File: config.mk
export PLATFORM = sky130hd
export DESIGN_NAME = uart_rx
export DESIGN_NICKNAME = d
export VERILOG_FILES = /design/src/rtl/uart_rx.sv
export SDC_FILE = /design/constraint.sdc
export NUM_CORES = 1
export LEC_CHECK = 0
export ABC_AREA = 0
export BUFFER_PORTS_ARGS = -buffer_cell sky130_fd_sc_hd__buf_4
export CAP_MARGIN = 20
export CELL_PAD_IN_SITES_DETAIL_PLACEMENT = 0
export CELL_PAD_IN_SITES_GLOBAL_PLACEMENT = 1
export CORE_MARGIN = 3
export CORE_UTILIZATION = 46
export CTS_CLUSTER_DIAMETER = 150
export DETAILED_ROUTE_END_ITERATION = 8
export HOLD_SLACK_MARGIN = 0.15
export PLACE_DENSITY_LB_ADDON = 0.1
export SKIP_CTS_REPAIR_TIMING = 1
export SLEW_MARGIN = 20
export SYNTH_ARGS = -nofsm -noshare
export SYNTH_HDL_FRONTEND = slang
export SYNTH_SLANG_ARGS = --single-unit
File: constraint.sdc
create_clock -name clk -period 2.24 [get_ports clk]
set_input_delay 0.336 -clock clk [delete_from_list [all_inputs] [get_ports clk]]
set_output_delay 0.336 -clock clk [all_outputs]
set_load 0.005 [all_outputs]
File: src/rtl/uart_rx.sv
// 8N1 UART receiver: oversampled mid-bit sampling with falling-edge start detection,
// false-start rejection and stop-bit framing check.
module uart_rx #(
    parameter int CLK_FREQ   = 100_000_000,
    parameter int BAUD_RATE  = 9600,
    parameter int OVERSAMPLE = 16
) (
    input  logic       clk,
    input  logic       rst,
    input  logic       rx,
    output logic [7:0] rx_data,
    output logic       rx_valid,
    output logic       frame_err,
    output logic       busy
);

    localparam int OS_DIV = CLK_FREQ / (BAUD_RATE * OVERSAMPLE);
    localparam int CNT_W  = (OS_DIV > 1) ? $clog2(OS_DIV) : 1;
    localparam int IDX_W  = (OVERSAMPLE > 1) ? $clog2(OVERSAMPLE) : 1;

    localparam logic [CNT_W-1:0] CNT_LAST = CNT_W'(OS_DIV - 1);
    localparam logic [IDX_W-1:0] IDX_MID  = IDX_W'(OVERSAMPLE / 2 - 1);
    localparam logic [IDX_W-1:0] IDX_LAST = IDX_W'(OVERSAMPLE - 1);

    typedef enum logic [1:0] {
        IDLE  = 2'd0,
        START = 2'd1,
        DATA  = 2'd2,
        STOP  = 2'd3
    } state_t;

    state_t            state;
    state_t            state_nxt;

    logic              rx_m;
    logic              rx_s;
    logic              rx_d;

    logic [CNT_W-1:0]  cnt;
    logic [IDX_W-1:0]  idx;
    logic              tick;

    logic [2:0]        bit_cnt;
    logic [7:0]        shreg;

    logic              timing_clr;
    logic              idx_clr;
    logic              shift_en;
    logic              stop_ok;
    logic              stop_bad;

    function automatic logic [IDX_W-1:0] idx_next(input logic [IDX_W-1:0] cur);
        idx_next = (cur == IDX_LAST) ? '0 : cur + 1'b1;
    endfunction

    // Stage: two-flop synchronizer plus one delayed copy for edge detection
    always_ff @(posedge clk) begin
        if (rst) begin
            rx_m <= 1'b1;
            rx_s <= 1'b1;
            rx_d <= 1'b1;
        end else begin
            rx_m <= rx;
            rx_s <= rx_m;
            rx_d <= rx_s;
        end
    end

    assign tick = (cnt == CNT_LAST);

    // Stage: oversample tick generator and tick index within the current bit
    always_ff @(posedge clk) begin
        if (rst || timing_clr) begin
            cnt <= '0;
            idx <= '0;
        end else begin
            cnt <= tick ? '0 : cnt + 1'b1;
            if (idx_clr) begin
                idx <= '0;
            end else if (tick) begin
                idx <= idx_next(idx);
            end
        end
    end

    always_ff @(posedge clk) begin
        if (rst) begin
            state <= IDLE;
        end else begin
            state <= state_nxt;
        end
    end

    always_comb begin
        state_nxt  = state;
        timing_clr = 1'b0;
        idx_clr    = 1'b0;
        shift_en   = 1'b0;
        stop_ok    = 1'b0;
        stop_bad   = 1'b0;
        case (state)
            IDLE: begin
                if (rx_d && !rx_s) begin
                    state_nxt  = START;
                    timing_clr = 1'b1;
                end
            end
            START: begin
                if (tick && idx == IDX_MID) begin
                    if (!rx_s) begin
                        state_nxt = DATA;
                        idx_clr   = 1'b1;
                    end else begin
                        state_nxt = IDLE;
                    end
                end
            end
            DATA: begin
                if (tick && idx == IDX_LAST) begin
                    shift_en = 1'b1;
                    if (bit_cnt == 3'd7) begin
                        state_nxt = STOP;
                    end
                end
            end
            STOP: begin
                // Leave immediately after the mid-stop sample so a start edge in
                // the second half of the stop bit is caught.
                if (tick && idx == IDX_LAST) begin
                    state_nxt = IDLE;
                    stop_ok   = rx_s;
                    stop_bad  = !rx_s;
                end
            end
            default: state_nxt = IDLE;
        endcase
    end

    // Stage: data shift register and bit counter
    always_ff @(posedge clk) begin
        if (rst) begin
            shreg   <= '0;
            bit_cnt <= '0;
        end else begin
            if (idx_clr) begin
                bit_cnt <= '0;
            end else if (shift_en) begin
                bit_cnt <= bit_cnt + 1'b1;
            end
            if (shift_en) begin
                shreg <= {rx_s, shreg[7:1]};
            end
        end
    end

    // Stage: registered outputs, one clk after the mid-stop sample
    always_ff @(posedge clk) begin
        if (rst) begin
            rx_data   <= '0;
            rx_valid  <= 1'b0;
            frame_err <= 1'b0;
        end else begin
            rx_valid  <= stop_ok;
            frame_err <= stop_bad;
            if (stop_ok) begin
                rx_data <= shreg;
            end
        end
    end

    assign busy = (state != IDLE);

endmodule

== Word-level counts from Yosys, hierarchy flattened ==
Index checks and enable logic that the tools add are counted.

* Add/sub/neg operators: 3
* Multiply operators: 0
* Div/mod/pow operators: 0
* Magnitude comparators: 0
* Equal/unequal tests: 12
* Shifts and indexed selects: 0
* Multiplexer cells: 17
* Bitwise gates (word level): 2
* Reduce and logical (&&, ||, !) cells: 12

{| class="wikitable"
|+ Operator list
! cell !! number
|-
| 2-to-1 mux 2 bit || 6
|-
| adder 10 x 1 -> 10 bit, second input constant || 1
|-
| equality test 10 bit, second input constant || 1
|-
| != test 2 bit, second input constant || 5
|-
| 2-to-1 mux 1 bit || 9
|-
| case mux 2 bit (4 select lines) || 1
|-
| OR reduction 2 bit || 3
|-
| AND reduction 5 bit || 1
|-
| adder 4 x 1 -> 4 bit, second input constant || 1
|-
| equality test 2 bit, second input constant || 2
|-
| equality test 4 x 3 -> 1 bit, second input constant || 1
|-
| equality test 4 bit, second input constant || 1
|-
| 2-to-1 mux 4 bit || 1
|-
| adder 3 x 1 -> 3 bit, second input constant || 1
|-
| equality test 3 bit, second input constant || 1
|-
| logical AND 1 bit || 3
|-
| OR reduction 3 bit || 1
|-
| equality test 2 x 1 -> 1 bit, second input constant || 1
|-
| logical NOT 2 bit || 1
|-
| NOT 1 bit || 2
|-
| nonzero test 2 bit || 1
|-
| logical NOT 1 bit || 1
|-
| logical OR 1 bit || 1
|}

* Flip-flop bits (word level): 40
* Bits in latches: 0
* RAM bits: 0
* Bits in read-only memories: 0
* Bits of input ports: 3
* Output and inout bits: 11
* Word-level logic and storage cells: 57
* Memories kept: 0

== Longest topological paths before layout ==
* Depth in word-level cells: 6
* Depth in mapped cells: 7
* Depth with buffers taken out: 6

== Worst setup path before layout ==
OpenSTA, ideal clock, no wires.

* Kind: register -> register
* Start: reg cnt[0]
* End: reg state[0]
* Library setup time: 0.134 ns
* Arrival: 1.410 ns
* Data required time: 2.106 ns
* Path slack: 0.696 ns
* Stages on the path, launching flop included: 8
* Clock period less this slack: 1.544 ns
* Cell sequence: dfxtp_1 -> inv_1 -> ha_1 -> and3b_1 -> and4_1 -> buf_4 -> a211oi_1 -> a311oi_1

* Longest elaborated chain between the ends: 4
* Elaborated cells between the ends (all ways): 7
* Those cells by class: eq/ne: 4; reduce/logical: 3

{| class="wikitable"
|+ RTL lines
! what !! line !! text
|-
| from (decl) || 39 || <nowiki>logic [CNT_W-1:0] cnt;</nowiki>
|-
| from (signal assigned) || 77 || <nowiki>cnt <= tick ? '0 : cnt + 1'b1;</nowiki>
|-
| equality test 10 bit * || 69 || <nowiki>assign tick = (cnt == CNT_LAST);</nowiki>
|-
| logical AND 1 bit (on tied branches) || 119, 129, 109 ||
|-
| != test 2 bit (no line) || - ||
|-
| AND reduction 5 bit (no line) * || - ||
|-
| to (signal assigned) || 90 || <nowiki>state <= state_nxt;</nowiki>
|-
| to (decl) || 32 || <nowiki>state_t state;</nowiki>
|}

Every way passes the cells marked *; elsewhere a longest branch is shown, timed or not.
A chain may end at the register's enable or synchronous reset.

==> impl_metrics.env <==
export IMPL_worst_pin_slew_ps=383
export IMPL_ys_types=36
export IMPL_cts_sinks=40
export IMPL_yosysWarnings=0
export IMPL_synth_seq_cells=40
export IMPL_dr_wl_met2_um=1460
export IMPL_postSynthAreaPerCell_um2=9.37
export IMPL_peakVddDrop_v=0.000451
export IMPL_fin_crit_sh_pct=78.1
export IMPL_stdcell_count=240
export IMPL_cts_htree_levels=2
export IMPL_drv_cap=0
export IMPL_worstPathRequired_ps=2500
export IMPL_clk_root_buffer_cell="clkbuf_4"
export IMPL_path_clk_slew_ps=110
export IMPL_syn2layout_area_growth_pct=10.4
export IMPL_start_kind="register"
export IMPL_drive_above_1_share_pct=13.9
export IMPL_cts_buffer_depth=2
export IMPL_wl_met1_um=1510
export IMPL_setup_viol=0
export IMPL_drv_slew=0
export IMPL_num_antenna_cells=0
export IMPL_dpl_cell_area_um2=1810
export IMPL_drt_first_pass_iters=4
export IMPL_dp_cells=233
export IMPL_crit_slowest_cell="or3_1"
export IMPL_dr_first_iter_drc_count=71
export IMPL_wl_met3_um=88
export IMPL_ys_seq_area_share_pct=47.7
export IMPL_routed_wl_um=3110
export IMPL_worstPathMaxFanout=11
export IMPL_cts_tree="yes"
export IMPL_highest_layer="met4"
export IMPL_hold_path_class="in2reg"
export IMPL_relSlewSlack_pct=74.3
export IMPL_stdcell_area_um2=1850
export IMPL_drc=0
export IMPL_antenna_found_initial=0
export IMPL_cp_arrival_ps=2010
export IMPL_wl_per_cell_um=13.0
export IMPL_numCtsBuffers=5
export IMPL_io_pins=14
export IMPL_holdWs_ps=174
export IMPL_die_area_um2=4410
export IMPL_path_class="reg2reg"
export IMPL_vias_per_cell=5.26
export IMPL_ys_flop_type="dfxtp_1"
export IMPL_fin_tns_setup_ps=0
export IMPL_track_usage_pct=16.3
export IMPL_port_buffers=13
export IMPL_power_density_nw_per_um2=593
export IMPL_dpl_hpwl_um=2240
export IMPL_grt_max_degree=25
export IMPL_end_kind="register"
export IMPL_crit_family="simple AND/OR/NAND/NOR gates"
export IMPL_core_area_um2=3420
export IMPL_nNetsFinal=202
export IMPL_async_flop_share_pct=0
export IMPL_ant_nets=0
export IMPL_synth_edf_count=0
export IMPL_fin_skew_ps=9.91
export IMPL_status="finished, final reports clean"
export IMPL_path_cells="inv_1, ha_1, and3b_1, nand3_2, or3_1, a211oi_1"
export IMPL_path_buf_inv=1
export IMPL_initial_utilization_pct=49.1
export IMPL_grt_pass1_vias=1252
export IMPL_fmax_mhz=572
export IMPL_syn_area_um2=1680
export IMPL_syn_nets=187
export IMPL_route_vias_total=1263
export IMPL_die_x_um=66.4
export IMPL_fin_crit_ps=1750
export IMPL_num_rows=21
export IMPL_gp_congestion=0.777
export IMPL_rsz0062_at_grt="false"
export IMPL_grt_pass1_wl_um=5480
export IMPL_slowest_delay_ps=420
export IMPL_leakage_nw=0.754
export IMPL_hold_viol=0
export IMPL_synth_cells=179
export IMPL_die_y_um=66.4
export IMPL_clock_latency_ps=340
export IMPL_overflow=0
[final timing paths]
path | slack [ps] | cells after the start | start | to
max reg2reg | 490 | 6 | cnt[0] | register
max | 490 | 6 | cnt[0] | register
min | 170 | 2 | rx | rx_m
min reg2reg | 430 | 1 | rx_m | rx_s
[state kept, by name (all words and copies together), names as in the netlist, named ones only]
name and flops:
shreg 8, rx_data 8, bit_cnt 3, rx_d 1, idx 4, rx_m 1
rx_s 1, frame_err 1, cnt 10, rx_valid 1, state 1
[Yosys cell counts (2+ instances only)]
cell type  number  area, um^2
and2_1          3        18.8
nor2_1         26        97.6
o21ai_0         9        45.0
dfxtp_1        40         801
ha_1            5        62.6
mux2i_1        11         110
clkbuf_1        3        11.3
or3_1           3        18.8
xnor2_1         8        70.1
and4_1          2        17.5
nand3_1        11        55.1
nand4_1         4        25.0
a211oi_1        2        15.0
nand2_1        11        41.3
nor3_1          5        25.0
xor2_1          3        26.3
a21oi_1         9        45.0
inv_1           5        18.8
or2_2           2        12.5
[metrics by stage]
| stage | util, % | worst slack (ps) | power (mW) |
|---|---|---|---|
| 2_1_floorplan | - | 696 | 0.769 |
| 3_3_place_gp | 52.9 | 560 | 0.781 |
| 3_5_place_dp | 52.9 | 494 | 0.783 |
| 4_1_cts | 54.2 | 469 | 1.11 |
| 5_1_grt | 54.2 | 303 | 1.14 |
| 6_report | 54.2 | 491 | 1.10 |
[logic make-up after synthesis]
logic type / Yosys count / share of synthesized area [%]
xor gates and xnor gates: 11 / 5.74
DFF: 40 / 47.7
and+or+nand+nor: 75 / 23.6
AOI/OAI and AO/OA: 26 / 9.47
buffers and inverters: 11 / 3.21
muxes: 11 / 6.56
adders and majority gates: 5 / 3.73
[power breakdown]
group | internal, mW | switching, mW
registers | 0.719 | 0.00825
logic | 0.0142 | 0.0245
clock network | 0.116 | 0.216
total | 0.849 | 0.249
[cells in the final DEF, fill, tap and decap left out, types with 2 or more instances in the layout]
| cell | n |
|---|---|
| a211oi_1 | 2 |
| a21oi_1 | 9 |
| and2_1 | 3 |
| and4_1 | 2 |
| buf_4 | 14 |
| clkbuf_4 | 5 |
| dfxtp_1 | 40 |
| ha_1 | 5 |
| inv_1 | 5 |
| mux2i_1 | 11 |
| nand2_1 | 11 |
| nand3_1 | 11 |
| nand4_1 | 4 |
| nor2_1 | 26 |
| nor3_1 | 5 |
| o21ai_0 | 9 |
| or2_2 | 2 |
| or3_1 | 3 |
| xnor2_1 | 8 |
| xor2_1 | 3 |
[cell type report]
| cell class | instances | area (um^2) |
|---|---|---|
| repair buffers | 14 | 105 |
| clock inverters | 1 | 5.00 |
| inverters | 5 | 18.8 |
| clock buffers | 6 | 41.3 |
| flip-flops and latches | 40 | 801 |
| multi-input cells | 128 | 823 |
| fillers | 332 | 1560 |
| well taps | 46 | 57.6 |
[metal layers]
metal	track usage (%)	vias up
met5	0	-
met4	6.09	0
met3	5.10	6
met2	27.0	14
met1	19.5	593
li1	-	650
Power figures use the tool's default switching activity.
